### src/rtl/dtw_core_feeder.sv
// -----------------------------------------------------------------------------
// dtw_core_feeder
//   Feeds the DTW core datapath one squiggle/reference pair per cycle. The core
//   cannot stall, so the feed is cycle-exact. The feeder reads the query
//   squiggle and the reference words from two synchronous-read memories. When
//   the reference is exhausted it pads with PAD_WORD, then lets the core drain.
//   Finally it captures the core's minimum and position and raises a
//   one-cycle done pulse.
//
// Ports
//   clk, rst_n                  clock, synchronous active-low reset
//   start, abort, cfg_ref_len   job control from the job controller
//   busy, done_o                job status
//   result_minval, result_pos   captured core result, held after done_o
//   sq_rd_*                     squiggle memory read port (1-cycle latency)
//   ref_rd_*                    reference memory read port (1-cycle latency)
//   core_rst, core_running      core clear / run enable
//   core_squiggle, core_rword   registered data pair to the core
//   core_ref_len                reference length latched at job start
//   core_done, core_minval,
//   core_position               core completion and result
// -----------------------------------------------------------------------------
module dtw_core_feeder #(
  parameter int               width    = 16,
  parameter int               SQG_SIZE = 250,
  parameter logic [width-1:0] PAD_WORD = '0
) (
  input  logic             clk,
  input  logic             rst_n,
  input  logic             start,
  input  logic             abort,
  input  logic [31:0]      cfg_ref_len,
  output logic             busy,
  output logic             done_o,
  output logic [width-1:0] result_minval,
  output logic [31:0]      result_pos,
  output logic             sq_rd_en,
  output logic [7:0]       sq_rd_addr,
  input  logic [width-1:0] sq_rd_data,
  output logic             ref_rd_en,
  output logic [31:0]      ref_rd_addr,
  input  logic [width-1:0] ref_rd_data,
  output logic             core_rst,
  output logic             core_running,
  output logic [width-1:0] core_squiggle,
  output logic [width-1:0] core_rword,
  output logic [31:0]      core_ref_len,
  input  logic             core_done,
  input  logic [width-1:0] core_minval,
  input  logic [31:0]      core_position
);

  typedef enum logic [2:0] {
    S_IDLE,
    S_CLEAR,
    S_RUN,
    S_DRAIN1,
    S_DRAIN2,
    S_DONE,
    S_ABORT   // one-cycle core clear after a cancelled job
  } state_t;

  localparam logic [7:0] SQ_LAST = 8'(SQG_SIZE - 1);

  state_t      state;
  state_t      state_nxt;
  logic [7:0]  sq_last_addr;   // last squiggle index issued this job
  logic [31:0] ref_last_addr;  // last reference index issued this job
  logic [31:0] ref_len_q;
  logic        run_first;      // high during RUN cycle 0, where core_done is ignored
  logic        sq_pend;        // a squiggle read was issued last cycle
  logic        ref_pend;       // a reference read was issued last cycle
  logic        sq_more;
  logic        ref_more;

  // The read counters stop at their last index instead of wrapping.
  assign sq_more  = (sq_last_addr != SQ_LAST);
  assign ref_more = (ref_last_addr != (ref_len_q - 32'd1));

  // NOTE: every combinational output gets a default first, so no path through
  // the case statement can leave a variable unassigned and infer a latch.
  always_comb begin
    state_nxt = state;
    case (state)
      S_IDLE:   if (start) state_nxt = (cfg_ref_len == '0) ? S_DONE : S_CLEAR;
      S_CLEAR:  state_nxt = abort ? S_ABORT : S_RUN;
      S_RUN: begin
        // abort wins over a simultaneous core_done
        if (abort)                        state_nxt = S_ABORT;
        else if (core_done && !run_first) state_nxt = S_DRAIN1;
      end
      S_DRAIN1: state_nxt = abort ? S_ABORT : S_DRAIN2;
      S_DRAIN2: state_nxt = abort ? S_ABORT : S_DONE;
      S_DONE:   state_nxt = S_IDLE;
      S_ABORT:  state_nxt = S_IDLE;
      default:  state_nxt = S_IDLE;
    endcase
  end

  always_comb begin
    busy         = (state != S_IDLE) && (state != S_DONE);
    done_o       = (state == S_DONE);
    core_running = (state == S_RUN) || (state == S_DRAIN1) || (state == S_DRAIN2);
    // The core is held in clear for the whole of our own reset, not only at the edge.
    core_rst     = !rst_n || (state == S_CLEAR) || (state == S_ABORT);
    core_ref_len = ref_len_q;
    sq_rd_en     = 1'b0;
    sq_rd_addr   = '0;
    ref_rd_en    = 1'b0;
    ref_rd_addr  = '0;
    if (state == S_CLEAR) begin
      sq_rd_en  = 1'b1;
      ref_rd_en = 1'b1;
    end else if (state == S_RUN) begin
      sq_rd_en  = sq_more;
      ref_rd_en = ref_more;
      if (sq_more)  sq_rd_addr  = sq_last_addr + 8'd1;
      if (ref_more) ref_rd_addr = ref_last_addr + 32'd1;
    end
  end

  // NOTE: sequential state uses non-blocking assignments only, so every
  // register samples the pre-edge values of the others.
  always_ff @(posedge clk) begin
    if (!rst_n) begin
      state         <= S_IDLE;
      sq_last_addr  <= '0;
      ref_last_addr <= '0;
      ref_len_q     <= '0;
      run_first     <= 1'b0;
      sq_pend       <= 1'b0;
      ref_pend      <= 1'b0;
      core_squiggle <= '0;
      core_rword    <= '0;
      result_minval <= '1;
      result_pos    <= '0;
    end else begin
      state     <= state_nxt;
      run_first <= (state == S_CLEAR);

      // Memory data arrives one cycle after the read and is registered once
      // more, so index i reaches the core in RUN cycle i+1.
      sq_pend       <= sq_rd_en;
      ref_pend      <= ref_rd_en;
      core_squiggle <= sq_pend  ? sq_rd_data  : '0;
      core_rword    <= ref_pend ? ref_rd_data : PAD_WORD;

      if (state == S_IDLE && start && cfg_ref_len != '0) ref_len_q <= cfg_ref_len;

      if (state == S_CLEAR) begin
        sq_last_addr  <= '0;
        ref_last_addr <= '0;
      end else if (state == S_RUN) begin
        if (sq_rd_en)  sq_last_addr  <= sq_rd_addr;
        if (ref_rd_en) ref_last_addr <= ref_rd_addr;
      end

      // An empty reference skips the core and reports the "no match" result.
      if (state_nxt == S_DONE) begin
        if (state == S_IDLE) begin
          result_minval <= '1;
          result_pos    <= '0;
        end else begin
          result_minval <= core_minval;
          result_pos    <= core_position;
        end
      end
    end
  end

endmodule

### config.mk
export PLATFORM = sky130hd
export DESIGN_NAME = dtw_core_feeder
export DESIGN_NICKNAME = d
export VERILOG_FILES = /design/src/rtl/dtw_core_feeder.sv
export SDC_FILE = /design/constraint.sdc
export NUM_CORES = 1
export LEC_CHECK = 0
export CAP_MARGIN = 20
export CORE_UTILIZATION = 47
export CTS_BUF_LIST = sky130_fd_sc_hd__clkbuf_8
export DETAILED_ROUTE_END_ITERATION = 7
export HOLD_SLACK_MARGIN = 0.02
export PLACE_DENSITY_LB_ADDON = 0.15
export SKIP_LAST_GASP = 1
export SYNTH_ARGS = -nofsm -noshare
export SYNTH_HDL_FRONTEND = slang
export SYNTH_SLANG_ARGS = --single-unit
### constraint.sdc
create_clock -name clk -period 5.1 [get_ports clk]
set_input_delay 1.53 -clock clk [delete_from_list [all_inputs] [get_ports clk]]
set_output_delay 1.53 -clock clk [all_outputs]
set_load 0.01 [all_outputs]
==> metrics.cfg <==
[run_status]
outcome = complete, but fails checks
violations = negative setup slack

[placement]
hpwlAfterDp_mm = 16.6
place_congestion = 0.868
dp_cells = 1388
numPortBuffers = 274

[clock_network]
tritoncts = done
htreeDepth = 4
cts_sinks = 158
path_clk_slew_ps = 100
clk_path_buf_depth = 2
worstSkewPairLatency_ps = 450
cts_buffers = 17
root_buffer = clkbuf_8

[routing]
vias = 7707
finalWirelength_mm = 23.2
ant_nets = 0
first_pass_iters = 6
routed_via_density = 5.40
drc = 0
drt_iter0_markers = 579
route.detailed.wl_per_inst_um = 16.3

[min_path]
hold_class = reg -> reg
min_to = result_pos[12]
hold_start = result_pos[12]
hold_depth = 2

[logic_synthesis]
synth_top_area_share_pct = 39.8
synthArstFlopShare_pct = 0
yosys.area.top_type = dfxtp_1
seq_area_frac_synth_pct = 39.8
synth_edf_count = 0
synth.cell_area_um2 = 7950
ys_seq_elements = 158
synth_area_leaders = dfxtp_1, xnor2_1, mux2i_1, nor2_1, nand3_1
ys_warn_count = 0
ys.flop_type = dfxtp_1
syn_avg_cell_area_um2 = 8.41
syn_nets = 1067
syn-instance-count = 946
synth_cell_types = 64

[setup_path]
arrival_ps = 3590
crit_required_ps = 3570
reg2reg_to = ref_last_addr[10]
timing_worst_setup_path_type = reg -> out
worst_setup_path_end_kind = output pin
r2r_setup_slack_ps = 1860
ff2ff_path_depth = 14
critPathLaunchType = flip-flop
timing.rr.start = core_ref_len[0]
cp_max_fo = 17

[floorplanning]
fp.dieW_um = 132
rows = 47
core_um2 = 16500
pin_count = 275
dieArea_um2 = 17400
die_h_um = 132
start_util_pct = 48.1

[timing]
drv_slew = 0
layout_setup_ws_ps = -22.8
fin_skew_ps = 20.2
hold_violations = 0
finalHoldWorstSlack_ps = 466
relSlewSlack_pct = 34.3
rsz0062_at_grt = yes
fin_crit_sh_pct = 100
setup_viol = 1
max_slew.worst_pin.slew_ps = 980
fmax_ghz = 0.195
fin_crit_ps = 5120

[power]
p_switching_w = 0.00148
powerDensity_nw_per_um2 = 345
swShare_pct = 37.8
p_int_w = 0.00243
p_leak_nw = 4.46
p_seq_share_pct = 38.6
ir_drop_v = 0.000181
comb_power_share_pct = 39.8
clkPwrFrac_pct = 21.6

[layout]
n_fill_cell = 1401
stdcell_count = 1427
area_growth_pct = 42.5
fin_nets = 1316
drive_gt1_share_pct = 7.96

[grt]
antenna_found_initial = 1
grt_pass1_wl_mm = 36.8
globalRouteOverflowTotal = 0
grt_usage_pct = 26.5
grt_pass1_vias = 7047
grt_max_degree = 121

[job]
cap_violations = 0

-- metal layers --
layer,wire length [um],track usage (%)
met5,0,0
met4,552,10.6
met1,10200,34.2
met2,10800,42.8
met3,1660,6.15
-- sequential cells by signal (all words and copies together), names as in the netlist --
| signal | flops |
|---|---|
| core_ref_len | 32 |
| core_rword | 16 |
| core_squiggle | 16 |
| ref_last_addr | 32 |
| ref_pend | 1 |
| result_minval | 16 |
| result_pos | 32 |
| run_first | 1 |
| sq_last_addr | 8 |
| sq_pend | 1 |
| state | 3 |
-- area by class of cell --
cell class	count	area, um2	share of cell area, %
clock inverters	13	109	0.960
clock buffers	17	234	2.06
inverters	17	63.8	0.563
repair buffers	303	3030	26.7
flip-flops and latches	158	3170	28.0
multi-input cells	698	4450	39.3
diodes	1	2.50	0.0221
well taps	220	275	2.43
-- cell usage in the layout, fill, tap and decap left out, types with 12 or more instances in the layout --
cell type	instances
xnor2_1	45
dfxtp_1	156
and3_1	43
inv_1	17
clkdlybuf4s50_1	241
nor3_1	34
nand3_1	60
nor2b_1	34
o21ai_0	45
buf_4	25
mux2i_1	35
a21boi_0	32
a21oi_1	32
dlygate4sd2_1	19
nor2_1	88
nor4_1	16
nand4_1	12
dlymetal6s2s_1	13
nand2_1	62
clkbuf_8	17
xor2_1	34
or3_1	32
-- through the flow --
| stage | power [W] | utilization, % | setup TNS [ps] | area [um2] | setup WS, ps |
|---|---|---|---|---|---|
| floorplan | 0.00241 | - | 0 | 7950 | 851 |
| global placement | 0.00298 | 65.5 | 0 | 10800 | 304 |
| detailed placement | 0.00301 | 65.6 | 0 | 10800 | 160 |
| CTS | 0.00391 | 68.2 | -973 | 11300 | -74.8 |
| global route | 0.00414 | 68.6 | -200 | 11300 | -196 |
| finish | 0.00391 | 68.6 | -22.8 | 11300 | -22.8 |
-- worst max-delay path, cell delays in order (launching register included) --
cell             delay [ps]
dfxtp_4                 380
inv_1                   100
ha_4                    170
or3b_1                  350
or3_1                   330
o21ai_1                 140
nand4_1                 130
nor4_2                  310
nand4b_1                210
o21ai_4                 180
buf_4                   160
buf_16                  150
nor2_1                   50
clkdlybuf4s50_1         470
-- synth_stat cells (5+ instances only) --
cell type	number
a21boi_0	32
a21oi_1	32
and2_1	5
and3_1	43
buf_2	11
clkbuf_1	57
dfxtp_1	158
inv_1	17
mux2i_1	35
nand2_1	62
nand2b_1	5
nand3_1	60
nand4_1	12
nor2_1	88
nor2b_1	34
nor3_1	35
nor4_1	17
o211ai_1	5
o21ai_0	45
o21ai_2	5
or2_2	5
or3_1	32
xnor2_1	45
xor2_1	34
-- power by group through the flow --
stage	logic (W)	clock network [W]	registers (W)
final	0.00156	0.000844	0.00151
after global routing	0.00169	0.000917	0.00153
after CTS	0.00154	0.000864	0.00151
after detailed placement	0.00148	0	0.00153
after global placement	0.00145	0	0.00153
after floorplan	0.000905	0	0.00151
-- timing repair --
| item | in CTS | in global routing |
|---|---|---|
| endpoints found under the setup margin | 33 | 32 |
| hold buffers | 0 | 0 |
| cloned | 2 | 0 |
| pin swaps | 5 | 1 |
| hold endpoints to repair | 0 | 0 |
| resized for setup | 24 | 17 |
| setup buffers | 4 | 2 |
-- kinds of logic (layout without fill, tap and decap cells) --
| group | after synthesis | after routing | synth area share, % |
|---|---|---|---|
| AOI/OAI and AO/OA | 149 | 149 | 11.9 |
| xor gates and xnor gates | 80 | 80 | 8.91 |
| adders and majority gates | 4 | 4 | 0.629 |
| buffers and inverters | 90 | 350 | 4.89 |
| DFF | 158 | 158 | 39.8 |
| muxes | 37 | 37 | 4.69 |
| other | 0 | 1 | 0 |
| and+or+nand+nor | 428 | 428 | 29.2 |
-- worst max path at each step --
stage	startpoint	endpoint	slack, ps	cells after the start
after floorplan	core_ref_len[0]	ref_rd_addr[2]	850	13
after global placement	core_ref_len[0]	ref_rd_addr[26]	300	12
after detailed placement	core_ref_len[0]	ref_rd_addr[9]	160	12
after CTS	core_ref_len[0]	ref_rd_addr[12]	-70	12
after global routing	core_ref_len[0]	ref_rd_addr[2]	-200	13
final	core_ref_len[0]	ref_rd_addr[2]	-20	13
No activity file was read; power rests on OpenSTA's default activity.
